## src/rtl/vext_elem_if.sv

```systemverilog
// ---------------------------------------------------------------------------
// vext_elem_if
// Handshake bundle for the element-extract unit. Three channels:
//   cmd : cmd_valid/cmd_ready, cmd_idx, cmd_sew, cmd_addr   (master -> slave)
//   in  : in_valid/in_ready, in_data, in_last               (master -> slave)
//   out : out_valid/out_ready, out_data, out_hit, out_addr  (slave -> master)
// The master modport is the requester/stream source, the slave modport is
// the extract unit.
// ---------------------------------------------------------------------------
interface vext_elem_if #(
  parameter int DATA_WIDTH = 64,
  parameter int IDX_WIDTH  = 16,
  parameter int ADDR_WIDTH = 32
) ();
  logic                  cmd_valid;
  logic                  cmd_ready;
  logic [IDX_WIDTH-1:0]  cmd_idx;
  logic [2:0]            cmd_sew;
  logic [ADDR_WIDTH-1:0] cmd_addr;

  logic                  in_valid;
  logic                  in_ready;
  logic [DATA_WIDTH-1:0] in_data;
  logic                  in_last;

  logic                  out_valid;
  logic                  out_ready;
  logic [DATA_WIDTH-1:0] out_data;
  logic                  out_hit;
  logic [ADDR_WIDTH-1:0] out_addr;

  modport master (
    output cmd_valid, cmd_idx, cmd_sew, cmd_addr,
    output in_valid, in_data, in_last,
    output out_ready,
    input  cmd_ready, in_ready,
    input  out_valid, out_data, out_hit, out_addr
  );

  modport slave (
    input  cmd_valid, cmd_idx, cmd_sew, cmd_addr,
    input  in_valid, in_data, in_last,
    input  out_ready,
    output cmd_ready, in_ready,
    output out_valid, out_data, out_hit, out_addr
  );
endinterface

```

## src/rtl/vext_elem.sv

```systemverilog
// ---------------------------------------------------------------------------
// vext_elem
// Element-extract unit: accepts a command (index, element width, address),
// then scans a stream of packed 64-bit vector beats, tracking the element
// index of lane 0 of each beat, and returns the single element at the
// commanded index as a 64-bit scalar together with a hit flag and the
// command's address.
//
// Ports:
//   clk  - clock, rising edge
//   rst  - synchronous, active-high reset
//   bus  - vext_elem_if.slave (cmd / in / out handshake channels)
//
// Configuration macro: VEXT_SIGN_EXT_EN
//   defined   : extracted element is sign-extended to 64 bits
//   undefined : extracted element is zero-extended to 64 bits
// ---------------------------------------------------------------------------
module vext_elem #(
  parameter int DATA_WIDTH = 64,
  parameter int IDX_WIDTH  = 16,
  parameter int ADDR_WIDTH = 32
) (
  input  logic         clk,
  input  logic         rst,
  vext_elem_if.slave   bus
);

  typedef enum logic [1:0] {IDLE, SCAN, RESP} state_t;

  state_t                state_q, state_d;
  logic [IDX_WIDTH-1:0]  idx_q,   idx_d;
  logic [IDX_WIDTH-1:0]  base_q,  base_d;
  logic [1:0]            sew_q,   sew_d;
  logic [ADDR_WIDTH-1:0] addr_q,  addr_d;
  logic                  hit_q,   hit_d;
  logic                  sat_q,   sat_d;
  logic [DATA_WIDTH-1:0] elem_q,  elem_d;

  // Elements per beat and the unsaturated base of the following beat.
  // The extra top bit of base_sum flags counter overflow.
  logic [3:0]            epb;
  logic [IDX_WIDTH:0]    base_sum;
  logic                  in_range;
  logic [2:0]            lane;
  logic [5:0]            shamt;
  logic [DATA_WIDTH-1:0] shifted;
  logic [DATA_WIDTH-1:0] ext_w [4];

  assign epb      = 4'd8 >> sew_q;
  assign base_sum = {1'b0, base_q} + (IDX_WIDTH+1)'(epb);

  // Once the base counter has saturated it no longer names a real element,
  // so capture is disabled from then on.
  assign in_range = !sat_q && (idx_q >= base_q) && ({1'b0, idx_q} < base_sum);

  // base is always a multiple of EPB while not saturated, so the lane
  // offset only needs the low three bits of the difference.
  assign lane    = idx_q[2:0] - base_q[2:0];
  assign shamt   = 6'({3'b000, lane, 3'b000} << sew_q);
  assign shifted = bus.in_data >> shamt;

  // Per-width extension of the lane-aligned element; SEW=64 passes through.
  for (genvar gi = 0; gi < 3; gi++) begin : g_ext
    localparam int W = 8 << gi;
`ifdef VEXT_SIGN_EXT_EN
    assign ext_w[gi] = {{(DATA_WIDTH-W){shifted[W-1]}}, shifted[W-1:0]};
`else
    assign ext_w[gi] = {{(DATA_WIDTH-W){1'b0}}, shifted[W-1:0]};
`endif
  end
  assign ext_w[3] = shifted;

  always_comb begin
    state_d = state_q;
    idx_d   = idx_q;
    base_d  = base_q;
    sew_d   = sew_q;
    addr_d  = addr_q;
    hit_d   = hit_q;
    sat_d   = sat_q;
    elem_d  = elem_q;
    unique case (state_q)
      IDLE: begin
        if (bus.cmd_valid) begin
          idx_d   = bus.cmd_idx;
          sew_d   = bus.cmd_sew[2] ? 2'd3 : bus.cmd_sew[1:0];
          addr_d  = bus.cmd_addr;
          base_d  = '0;
          hit_d   = 1'b0;
          sat_d   = 1'b0;
          elem_d  = '0;
          state_d = SCAN;
        end
      end
      SCAN: begin
        if (bus.in_valid) begin
          if (!hit_q && in_range) begin
            elem_d = ext_w[sew_q];
            hit_d  = 1'b1;
          end
          if (base_sum[IDX_WIDTH]) begin
            base_d = '1;
            sat_d  = 1'b1;
          end else begin
            base_d = base_sum[IDX_WIDTH-1:0];
          end
          if (bus.in_last) state_d = RESP;
        end
      end
      RESP: begin
        if (bus.out_ready) state_d = IDLE;
      end
      default: state_d = IDLE;
    endcase
  end

  always_ff @(posedge clk) begin
    if (rst) begin
      state_q <= IDLE;
      idx_q   <= '0;
      base_q  <= '0;
      sew_q   <= '0;
      addr_q  <= '0;
      hit_q   <= 1'b0;
      sat_q   <= 1'b0;
      elem_q  <= '0;
    end else begin
      state_q <= state_d;
      idx_q   <= idx_d;
      base_q  <= base_d;
      sew_q   <= sew_d;
      addr_q  <= addr_d;
      hit_q   <= hit_d;
      sat_q   <= sat_d;
      elem_q  <= elem_d;
    end
  end

  // Handshakes are masked while reset is held so nothing is exchanged on
  // an edge whose state update reset will discard.
  assign bus.cmd_ready = (state_q == IDLE) && !rst;
  assign bus.in_ready  = (state_q == SCAN) && !rst;
  assign bus.out_valid = (state_q == RESP) && !rst;
  assign bus.out_data  = elem_q;
  assign bus.out_hit   = hit_q;
  assign bus.out_addr  = addr_q;

endmodule

```

## src/flat_wrapper.sv

```systemverilog
// flat-port wrapper written by rule: the top's interface ports become plain ports
module vext_elem_flat 
#(
  parameter int DATA_WIDTH = 64,
  parameter int IDX_WIDTH  = 16,
  parameter int ADDR_WIDTH = 32
)
  (clk, rst, bus_cmd_valid, bus_cmd_idx, bus_cmd_sew, bus_cmd_addr, bus_in_valid, bus_in_data, bus_in_last, bus_out_ready, bus_cmd_ready, bus_in_ready, bus_out_valid, bus_out_data, bus_out_hit, bus_out_addr);
  vext_elem_if #(.DATA_WIDTH(DATA_WIDTH), .IDX_WIDTH(IDX_WIDTH), .ADDR_WIDTH(ADDR_WIDTH)) bus_i ();
  input  logic clk;
  input  logic rst;
  input wire logic [$bits(bus_i.cmd_valid)-1:0] bus_cmd_valid;
  input wire logic [$bits(bus_i.cmd_idx)-1:0] bus_cmd_idx;
  input wire logic [$bits(bus_i.cmd_sew)-1:0] bus_cmd_sew;
  input wire logic [$bits(bus_i.cmd_addr)-1:0] bus_cmd_addr;
  input wire logic [$bits(bus_i.in_valid)-1:0] bus_in_valid;
  input wire logic [$bits(bus_i.in_data)-1:0] bus_in_data;
  input wire logic [$bits(bus_i.in_last)-1:0] bus_in_last;
  input wire logic [$bits(bus_i.out_ready)-1:0] bus_out_ready;
  output wire logic [$bits(bus_i.cmd_ready)-1:0] bus_cmd_ready;
  output wire logic [$bits(bus_i.in_ready)-1:0] bus_in_ready;
  output wire logic [$bits(bus_i.out_valid)-1:0] bus_out_valid;
  output wire logic [$bits(bus_i.out_data)-1:0] bus_out_data;
  output wire logic [$bits(bus_i.out_hit)-1:0] bus_out_hit;
  output wire logic [$bits(bus_i.out_addr)-1:0] bus_out_addr;
  assign bus_i.cmd_valid = bus_cmd_valid;
  assign bus_i.cmd_idx = bus_cmd_idx;
  assign bus_i.cmd_sew = bus_cmd_sew;
  assign bus_i.cmd_addr = bus_cmd_addr;
  assign bus_i.in_valid = bus_in_valid;
  assign bus_i.in_data = bus_in_data;
  assign bus_i.in_last = bus_in_last;
  assign bus_i.out_ready = bus_out_ready;
  assign bus_cmd_ready = bus_i.cmd_ready;
  assign bus_in_ready = bus_i.in_ready;
  assign bus_out_valid = bus_i.out_valid;
  assign bus_out_data = bus_i.out_data;
  assign bus_out_hit = bus_i.out_hit;
  assign bus_out_addr = bus_i.out_addr;
  vext_elem #(.DATA_WIDTH(DATA_WIDTH), .IDX_WIDTH(IDX_WIDTH), .ADDR_WIDTH(ADDR_WIDTH)) u_core (.clk(clk), .rst(rst), .bus(bus_i));
endmodule
```

## config.mk

```make
export PLATFORM = sky130hd
export DESIGN_NAME = vext_elem_flat
export DESIGN_NICKNAME = d
export VERILOG_FILES = /design/src/rtl/vext_elem_if.sv /design/src/rtl/vext_elem.sv /design/src/flat_wrapper.sv
export SDC_FILE = /design/constraint.sdc
export NUM_CORES = 1
export LEC_CHECK = 0
export BUFFER_PORTS_ARGS = -buffer_cell sky130_fd_sc_hd__buf_4
export CORE_ASPECT_RATIO = 0.8
export CORE_MARGIN = 1
export CORE_UTILIZATION = 45
export DETAILED_ROUTE_END_ITERATION = 12
export GPL_TIMING_DRIVEN = 0
export MAX_ROUTING_LAYER = met4
export PLACE_DENSITY = 0.75
export SYNTH_ARGS = -nofsm -noshare
export SYNTH_HDL_FRONTEND = slang
export SYNTH_SLANG_ARGS = --single-unit
```

## constraint.sdc

```tcl
create_clock -name clk -period 3.6 [get_ports clk]
set_input_delay 0.18 -clock clk [delete_from_list [all_inputs] [get_ports clk]]
set_output_delay 0.18 -clock clk [all_outputs]
set_load 0.02 [all_outputs]
```

==> metrics, run 1 <==
clk root buf clkbuf_16; Worst Setup Slack, final -0.152 ns; Critical Path Sink u_core.bus.out_data[16]; Slew @ Worst Pin between 1.5 and 2 ns; cell count after synthesis 816; commonest non-fill, non-tap cell in the layout buf_4; Reg area around 2700 um^2; commonest cells after routing, fill and taps aside 238 x buf_4, 132 x dfxtp_1, 114 x nand2_1; router iterations before antenna repair 6; layout cells sized above 1 0.302; Antenna Violating Nets Remaining 0; type of the tightest min-delay check in -> reg; pwr/cell area ~450 nW/um^2; FF+latch count, synth between 100 and 150; area taken by multi-input logic gates between 4000 and 5000 um^2; Hold Path Depth 3; Mapped Area about 6900 um^2; crit path launch u_core.sew_q[1]; Worst path top cell family by delay compound AO/OA/AOI/OAI gates; Layout Nets approximately 1.3k; Synth async-reset ratio 0; Layout area overhead 50.6%; Peak Freq 0.267 GHz; Worst EP arrival 4.12 ns; Worst-path clk slew around 0.06 ns; WP depth 18; Final Instance Area between 10000 and 15000 um^2; Setup crit end kind register; Hold Fails Final Rpt 0; CP peak stage delay approximately 0.37 ns; maximum vdd drop roughly 0.00032 V; WL/cell 19.6 um; Placed Area 8770 um^2; CTS tree done; Remaining DRCs 0; crit path buf inv count 3; number of global-route vias before repair around 7k; TritonCTS Sinks 134; placed cell count approximately 1.2k; Die Y 113 um; maxcap violations 1; H-Tree Depth 4; RR Endpoint u_core.bus.out_data[16]; IO Count approximately 220; failing checks capacitance limit, slew limit, setup timing; post-synthesis sequential area ratio 0.390; Post-synth EDFFs 0; WL final between 20 and 30 mm; Most used DFF post-synth dfxtp_1; initial antenna violation count 2; first-pass GRT wire length roughly 38 mm; Clock Latency Late Sink ~0.43 ns; routed vias 7510; relative slew slack -0.0249; fillers 1131; Final Non-Filler Cells roughly 1.3k; reg2reg setup slack -0.15 ns; skew final approximately 0.011 ns; Starting DRT DRC Count just over 700; clk buf depth 2; Leak about 4.4 nW; worst slack, placed -0.610 ns; outcome finished with violations; Die Width ~140 um; WP data required 3.97 ns; crit-path max FO 5; Critical Path Slowest Stage Cell dfxtp_4; startpoint types register; largest net degree at the start of global routing 17; total CTS buffers 17; FF-to-FF Start u_core.sew_q[1]; Netlist cell types 46; count of pins over their slew limit 9; Ys Warns 0; Worst Path Class, Setup reg -> reg; total chip power 4.71 mW; R2R cell count 18; post-layout util 0.693; grt ovf 0; Final period util 1.04; die area between 15000 and 20000 um^2; Syn Nets 974; Via density roughly 5.7; Total GRT Usage 0.322; min Tclk post-route around 3.8 ns; average cell area after synthesis 8.44 um^2; HPWL after DPL between 15 and 20 mm; Initial Util 0.460; RSZ-0062 raised after global routing true; worst-path cell chain nor2b_4, ha_4, a21o_1, a21oi_4, o21bai_4, nand4_1, xnor2_2, ha_2, nand4_1, nor2_1, a21oi_2, a2111oi_4, a211oi_2, buf_4, a21oi_4, clkbuf_16, buf_8, a22o_1; PortBufs between 200 and 250; core area between 10000 and 15000 um^2; # rows 40; Placer Congestion 0.967; final setup fails between 60 and 70
worst min-delay path, cell delays in order:
cell     delay (ns)
buf_4          0.11
nand2_1        0.05
a21oi_1        0.05
kinds of logic after synthesis:
logic type | count (synthesis) | share of synthesized area
flops | 134 | 0.390
buf+inv | 94 | 0.0600
mux | 40 | 0.0581
compound gates | 257 | 0.250
simple gates | 240 | 0.155
xor+xnor | 14 | 0.0178
fa+ha+maj | 37 | 0.0694
layout make-up:
type	instances	share of cell area
diodes	2	0.000483
plain buffers	53	0.0320
clock buffers	21	0.0434
clock inverters	10	0.0167
inverters	38	0.0141
multi-input cells	588	0.389
flip-flops and latches	134	0.259
well taps	189	0.0228
repair buffers	279	0.222
state kept, by name, summed over array words and instances, names as in the netlist:
signal               cells
u_core.bus.out_data     64
u_core.bus.out_addr     32
u_core.base_q           16
u_core.idx_q            16
u_core.sew_q             2
u_core.state_q           2
u_core.bus.out_hit       1
u_core.sat_q             1
through the flow:
| stage | hold slack, ns | TNS [ns] |
|---|---|---|
| after floorplan | 0.305 | 0 |
| after global placement | 0.414 | -31.97 |
| after detailed placement | 0.415 | -35.08 |
| after CTS | 0.000591 | -0.0142 |
| after global routing | 0.00267 | -11.36 |
| final | 0.00257 | -6.55 |
Yosys cell counts (all sizes together) (12+ instances only):
master | number | area [um^2]
xnor2 | 14 | 123
dfxtp | 134 | 2680
buf | 20 | 135
nand2 | 114 | 428
ha | 35 | 438
clkbuf | 36 | 135
a21oi | 115 | 583
a211oi | 36 | 275
nor3 | 12 | 60.1
inv | 38 | 143
nor2b | 17 | 106
nor2 | 54 | 203
nand3 | 19 | 95.1
a22o | 48 | 420
mux2i | 40 | 400
o21ai | 17 | 85.1
layer usage:
metal / vias to the layer above / routed length, um / global-route usage
met5: - / 0 / -
met1: 3517 / 11400 / 0.436
met2: 427 / 11100 / 0.465
met3: 54 / 2650 / 0.0913
li1: 3512 / - / -
met4: 0 / 600 / 0.0938
worst min path at each step:
stage                                 from                 endpoint  slack, ns
after floorplan            bus_in_data[48]  u_core.bus.out_data[48]       0.31
after global placement     bus_in_data[56]  u_core.bus.out_data[56]       0.41
after detailed placement   bus_in_data[56]  u_core.bus.out_data[56]       0.42
after CTS                   bus_cmd_idx[9]          u_core.idx_q[9]     0.0006
after global routing      bus_cmd_addr[19]  u_core.bus.out_addr[19]      0.003
final                      bus_cmd_idx[13]         u_core.idx_q[13]      0.003
report_power, final:
part / switching, mW / leakage (nW) / internal (mW) / total [mW]
registers: 0.0573 / 1.09 / 1.55 / 1.61
clock network: 0.681 / 0.295 / 1.18 / 1.86
logic: 0.702 / 3.03 / 0.538 / 1.24
what timing repair did:
action                     CTS  global route
hold buffers                32             1
gates resized for setup     45            37
cloned                       4             4
pin swaps                   22            34
hold endpoints to repair    32             1
buffers inserted            10             9
setup endpoints to repair   65            65
Power figures use the tool's default switching activity.
==> run 2: changes to the inputs <==
--- a/config.mk
+++ b/config.mk
@@ -13,6 +13,7 @@
 export GPL_TIMING_DRIVEN = 0
 export MAX_ROUTING_LAYER = met4
 export PLACE_DENSITY = 0.75
+export SETUP_SLACK_MARGIN = 0.5
 export SYNTH_ARGS = -nofsm -noshare
 export SYNTH_HDL_FRONTEND = slang
 export SYNTH_SLANG_ARGS = --single-unit
==> run 2 against run 1 <==
Against the previous run: the run ends with setup timing left; die area did not move; setup slack improved by 0.086 ns; worst hold slack worse by 0.0019 ns; highest routed layer unchanged; total power up 0.72%; sequential power is essentially flat; largest power group unchanged.
==> metrics, run 2 (synthesis results as in run 1) <==
outcome finished with violations; failing checks setup timing; crit path buf inv count 4; count of pins over their slew limit 0; type of the tightest min-delay check in -> reg; WP depth 18; Fin Hold WS 0.000640 ns; pwr/cell area 446 nW/um^2; Final Non-Filler Cells between 1k and 1.5k; WL final 26.3 mm; min Tclk post-route approximately 3.7 ns; routed vias 7719; startpoint types register; grt ovf 0; Antenna Violating Nets Remaining 0; final setup fails between 50 and 60; HPWL after DPL 17.6 mm; CP peak stage delay 0.33 ns; Leak 4.55 nW; layout cells sized above 1 0.307; first-pass GRT wire length 40.2 mm; Worst EP arrival a little over 4 ns; relative slew slack 0.306; router iterations before antenna repair 5; Largest register FFs 64; clk buf depth 2; RSZ-0062 raised after global routing true; Placer Congestion between 0.9 and 1; Setup crit end kind register; Hold Path Depth 3; Worst Setup Slack, final -0.0658 ns; maximum vdd drop around 0.00044 V; # rows 40; maxcap violations 0; Hold Fails Final Rpt 0; WL/cell between 15 and 20 um; Via density between 5 and 6; Slew @ Worst Pin ~1.0 ns; Final period util 1.02; largest net degree at the start of global routing 17; Worst path top cell family by delay simple AND/OR/NAND/NOR gates; Worst-path clk slew around 0.060 ns; core area between 10000 and 15000 um^2; TritonCTS Sinks 134; total chip power roughly 4.7 mW; Starting DRT DRC Count roughly 750; Remaining DRCs 0; Peak Freq between 0.2 and 0.3 GHz; Worst Path Class, Setup reg -> reg; die area 15800 um^2; Critical Path Slowest Stage Cell dfxtp_2; clk root buf clkbuf_16; Clock Latency Late Sink roughly 0.43 ns; crit-path max FO 7; IO Count around 220; worst-path cell chain buf_8, nor2_1, ha_1, a21oi_1, and2_4, nor3_4, xnor2_2, ha_1, a211oi_2, nor2_1, nor3_2, a2111oi_4, a211oi_2, buf_4, nor4b_4, buf_6, buf_6, a22o_1; H-Tree Depth 4; PortBufs 219; commonest cells after routing, fill and taps aside 242 x buf_4, 132 x dfxtp_1, 114 x nand2_1; commonest non-fill, non-tap cell in the layout buf_4; Die Y ~110 um; Total GRT Usage 0.343; Die Width roughly 140 um; WP data required between 3 and 4 ns; Initial Util 0.460; total CTS buffers 17; n_diodes 0; Layout Nets 1294; Layout area overhead 54.7%; skew final 0.00881 ns; R2R cell count 18; placed cell count between 1k and 1.5k; initial antenna violation count 0; number of global-route vias before repair ~7.5k; CTS tree done
## run 2: cell types whose count changed in the layout (fill, tap and decap cells not counted), sizes merged
cell | previous run | this run
clkbuf | 58 | 53
diode | 2 | 0
dlygate4sd3 | 33 | 46
clkinv | 3 | 6
bufinv | 4 | 3
clkinvlp | 3 | 2
buf | 262 | 276
inv | 38 | 40
nand3 | 19 | 20
## run 2: through the flow
stage | util | area [um^2] | TNS, ns | worst slack, ns
2_1_floorplan | - | 6970 | 0 | 0.159
3_3_place_gp | 0.591 | 8850 | -14.10 | -0.334
3_5_place_dp | 0.592 | 8860 | -19.46 | -0.422
4_1_cts | 0.707 | 10600 | -0.887 | -0.0368
5_1_grt | 0.712 | 10700 | -8.65 | -0.175
6_report | 0.712 | 10700 | -2.13 | -0.0658
## run 2: power breakdown
group,total (mW),switching (mW),internal [mW],leakage (nW)
Sequential,1.61,0.0554,1.55,1.09
Combinational,1.30,0.721,0.581,3.16
Clock,1.84,0.719,1.12,0.299
## run 2: final cells by class
type                    instances  area [um^2]
plain buffers                  56          387
clock buffers                  19          443
clock inverters                13          173
fillers                      1086         4310
inverters                      38          146
multi-input cells             589         4080
flip-flops and latches        134         2690
well taps                     189          236
repair buffers                300         2500
## run 2: what timing repair did
item	CTS	global route
endpoints found under the hold margin	44	2
setup buffers	24	3
hold buffers	44	2
endpoints found under the setup margin	65	65
gates cloned	9	0
pin swaps	37	13
gates resized for setup	69	7
## run 2: path summary, 6_finish.rpt
check / startpoint / to / slack (ns)
hold reg to reg: u_core.bus.out_addr[6] / u_core.bus.out_addr[6] / 0.45
hold / removal: bus_cmd_idx[10] / u_core.idx_q[10] / 0.0006
setup reg to reg: u_core.sew_q[1] / u_core.bus.out_data[43] / -0.07
setup / recovery: u_core.sew_q[1] / u_core.bus.out_data[43] / -0.07
## run 2: routing by layer
layer / global-route usage / part of all wire
met1: 0.450 / 0.43
met2: 0.498 / 0.44
met3: 0.0913 / 0.096
met5: - / 0
met4: 0.138 / 0.031
## run 2: worst min-delay path: cells and delay by family
| kind | cells | cell delay [ns] |
|---|---|---|
| AO/OA/AOI/OAI | 1 | 0.05 |
| buffers and inverters | 1 | 0.11 |
| AND/OR/NAND/NOR | 1 | 0.05 |
==> run 3: changes to the inputs <==
--- a/config.mk
+++ b/config.mk
@@ -8,12 +8,13 @@
 export BUFFER_PORTS_ARGS = -buffer_cell sky130_fd_sc_hd__buf_4
 export CORE_ASPECT_RATIO = 0.8
 export CORE_MARGIN = 1
-export CORE_UTILIZATION = 45
+export CORE_UTILIZATION = 46
 export DETAILED_ROUTE_END_ITERATION = 12
 export GPL_TIMING_DRIVEN = 0
 export MAX_ROUTING_LAYER = met4
-export PLACE_DENSITY = 0.75
+export PLACE_DENSITY = 0.76
 export SETUP_SLACK_MARGIN = 0.5
+export SKIP_CTS_REPAIR_TIMING = 1
 export SYNTH_ARGS = -nofsm -noshare
 export SYNTH_HDL_FRONTEND = slang
 export SYNTH_SLANG_ARGS = --single-unit
==> run 3 against run 2 <==
Against the previous run: final cell count down 4.3%; the flow finishes with violations (DRC, hold timing, setup timing); flip-flop and latch count did not move; first-iteration DRC count rose by 1.9%; non-clock buffer count down 51; critical endpoint is now u_core.bus.out_data[56]; wire length decreased by 8.1%; count of clock-buffer cells in the layout fell by 1; clock power hardly changed; sequential share of layout area up 1.7 points; via count fell by 5.5%; fmax down 0.81%.
==> metrics, run 3 (synthesis results as in run 1) <==
startpoint types register; total CTS buffers 17; Layout area overhead 45.2%; clk buf depth 2; H-Tree Depth 4; number of global-route vias before repair 6919; Hold Fails Final Rpt 4; worst-path cell chain buf_8, nor2b_4, ha_4, a21o_1, a21oi_4, o21bai_4, nand4_1, xnor2_2, ha_1, nand4_1, nor2_1, a21oi_2, a2111oi_4, a211oi_2, buf_6, a21oi_4, buf_8, clkbuf_16, a22o_1; Setup crit end kind register; Slew @ Worst Pin about 1.1 ns; Worst Path Class, Setup reg -> reg; crit path buf inv count 4; failing checks DRC, hold timing, setup timing; Total GRT Usage 0.307; Critical Path Slowest Stage Cell dfxtp_4; HPWL after DPL roughly 18 mm; relative slew slack 0.288; Fin Hold WS -0.0155 ns; outcome finished with violations; Final Non-Filler Cells 1281; n_diodes 0; routed vias between 7k and 8k; Largest register FFs 64; Die Width 139 um; Initial Util 0.477; min Tclk post-route around 3.7 ns; count of pins over their slew limit 0; pwr/cell area around 460 nW/um^2; Antenna Violating Nets Remaining 0; Worst-path clk slew approximately 0.06 ns; maximum vdd drop 0.000410 V; commonest non-fill, non-tap cell in the layout buf_4; TNS Setup -2.87 ns; final setup fails between 40 and 50; die area around 15000 um^2; Peak Freq around 0.27 GHz; Placer Congestion 0.965; clk root buf clkbuf_16; Leak 4.27 nW; Starting DRT DRC Count 767; RSZ-0062 raised after global routing true; fillers about 1.2k; Layout Nets between 1k and 1.5k; type of the tightest min-delay check in -> reg; Worst Setup Slack, final -0.0957 ns; first-pass GRT wire length approximately 36 mm; Clock Latency Late Sink between 0.4 and 0.5 ns; total chip power 4.61 mW; Remaining DRCs 7; layout cells sized above 1 0.306; Die Y about 110 um; core area approximately 14000 um^2; grt ovf 0; largest net degree at the start of global routing 17; CTS tree done; WL final roughly 24 mm; TritonCTS Sinks around 130; Final period util 1.03; Via density roughly 5.7; WP data required about 3.9 ns; initial antenna violation count 0; placed cell count 1220; WL/cell 18.9 um; Worst path top cell family by delay compound AO/OA/AOI/OAI gates; IO Count 221; commonest cells after routing, fill and taps aside 238 x buf_4, 132 x dfxtp_1, 114 x nand2_1; Worst EP arrival ~4.0 ns; CP peak stage delay 0.35 ns; # rows 39; router iterations before antenna repair 9; maxcap violations 0; skew final approximately 0.009 ns; crit-path max FO 8; PortBufs 219
==> run 3: final cells by class <==
cell class / instances / area, um^2 / area share
multi-input combinational: 588 / 4030 / 0.403
sequential: 134 / 2690 / 0.269
timing repair buffer: 249 / 1930 / 0.193
clock buffer: 18 / 429 / 0.0429
buffer: 56 / 357 / 0.0357
tap: 184 / 230 / 0.0230
clock inverter: 14 / 186 / 0.0187
inverter: 38 / 146 / 0.0146
==> run 3: final timing paths <==
| kind | slack (ns) | to | from | depth (start not counted) |
|---|---|---|---|---|
| setup / recovery | -0.1 | u_core.bus.out_data[56] | u_core.sew_q[1] | 19 |
| hold / removal | -0.02 | u_core.bus.out_data[60] | bus_in_data[60] | 2 |
| setup reg to reg | -0.1 | u_core.bus.out_data[56] | u_core.sew_q[1] | 19 |
| hold reg to reg | 0.45 | u_core.bus.out_addr[18] | u_core.bus.out_addr[18] | 2 |
==> run 3: per-layer routing <==
layer	vias up	part of all wire	global-route usage
li1	3457	-	-
met1	3393	0.44	0.413
met2	391	0.44	0.439
met3	50	0.089	0.0757
met4	0	0.027	0.125
met5	-	0	-
==> run 3: worst register-to-register path: stages (launching register included) <==
cell and delay, ns:
dfxtp_4 0.35, buf_8 0.13, nor2b_4 0.13, ha_4 0.25, a21o_1 0.15, a21oi_4 0.08, o21bai_4 0.21, nand4_1 0.18
xnor2_2 0.19, ha_1 0.32, nand4_1 0.12, nor2_1 0.07, a21oi_2 0.22, a2111oi_4 0.11, a211oi_2 0.31, buf_6 0.17
a21oi_4 0.06, buf_8 0.16, clkbuf_16 0.16, a22o_1 0.22
==> run 3: metrics by stage <==
stage / util / worst slack [ns] / area, um^2
after floorplan: - / 0.159 / 6970
after global placement: 0.612 / -0.276 / 8840
after detailed placement: 0.613 / -0.376 / 8850
after CTS: 0.655 / -0.420 / 9460
after global routing: 0.692 / -0.285 / 10000
final: 0.692 / -0.0957 / 10000
==> run 3: report_power, final <==
part / internal [mW] / total, mW / leakage [nW] / switching (mW)
logic: 0.501 / 1.17 / 2.89 / 0.670
registers: 1.55 / 1.61 / 1.09 / 0.0538
clock network: 1.11 / 1.84 / 0.295 / 0.727
total: 3.16 / 4.61 / 4.27 / 1.45
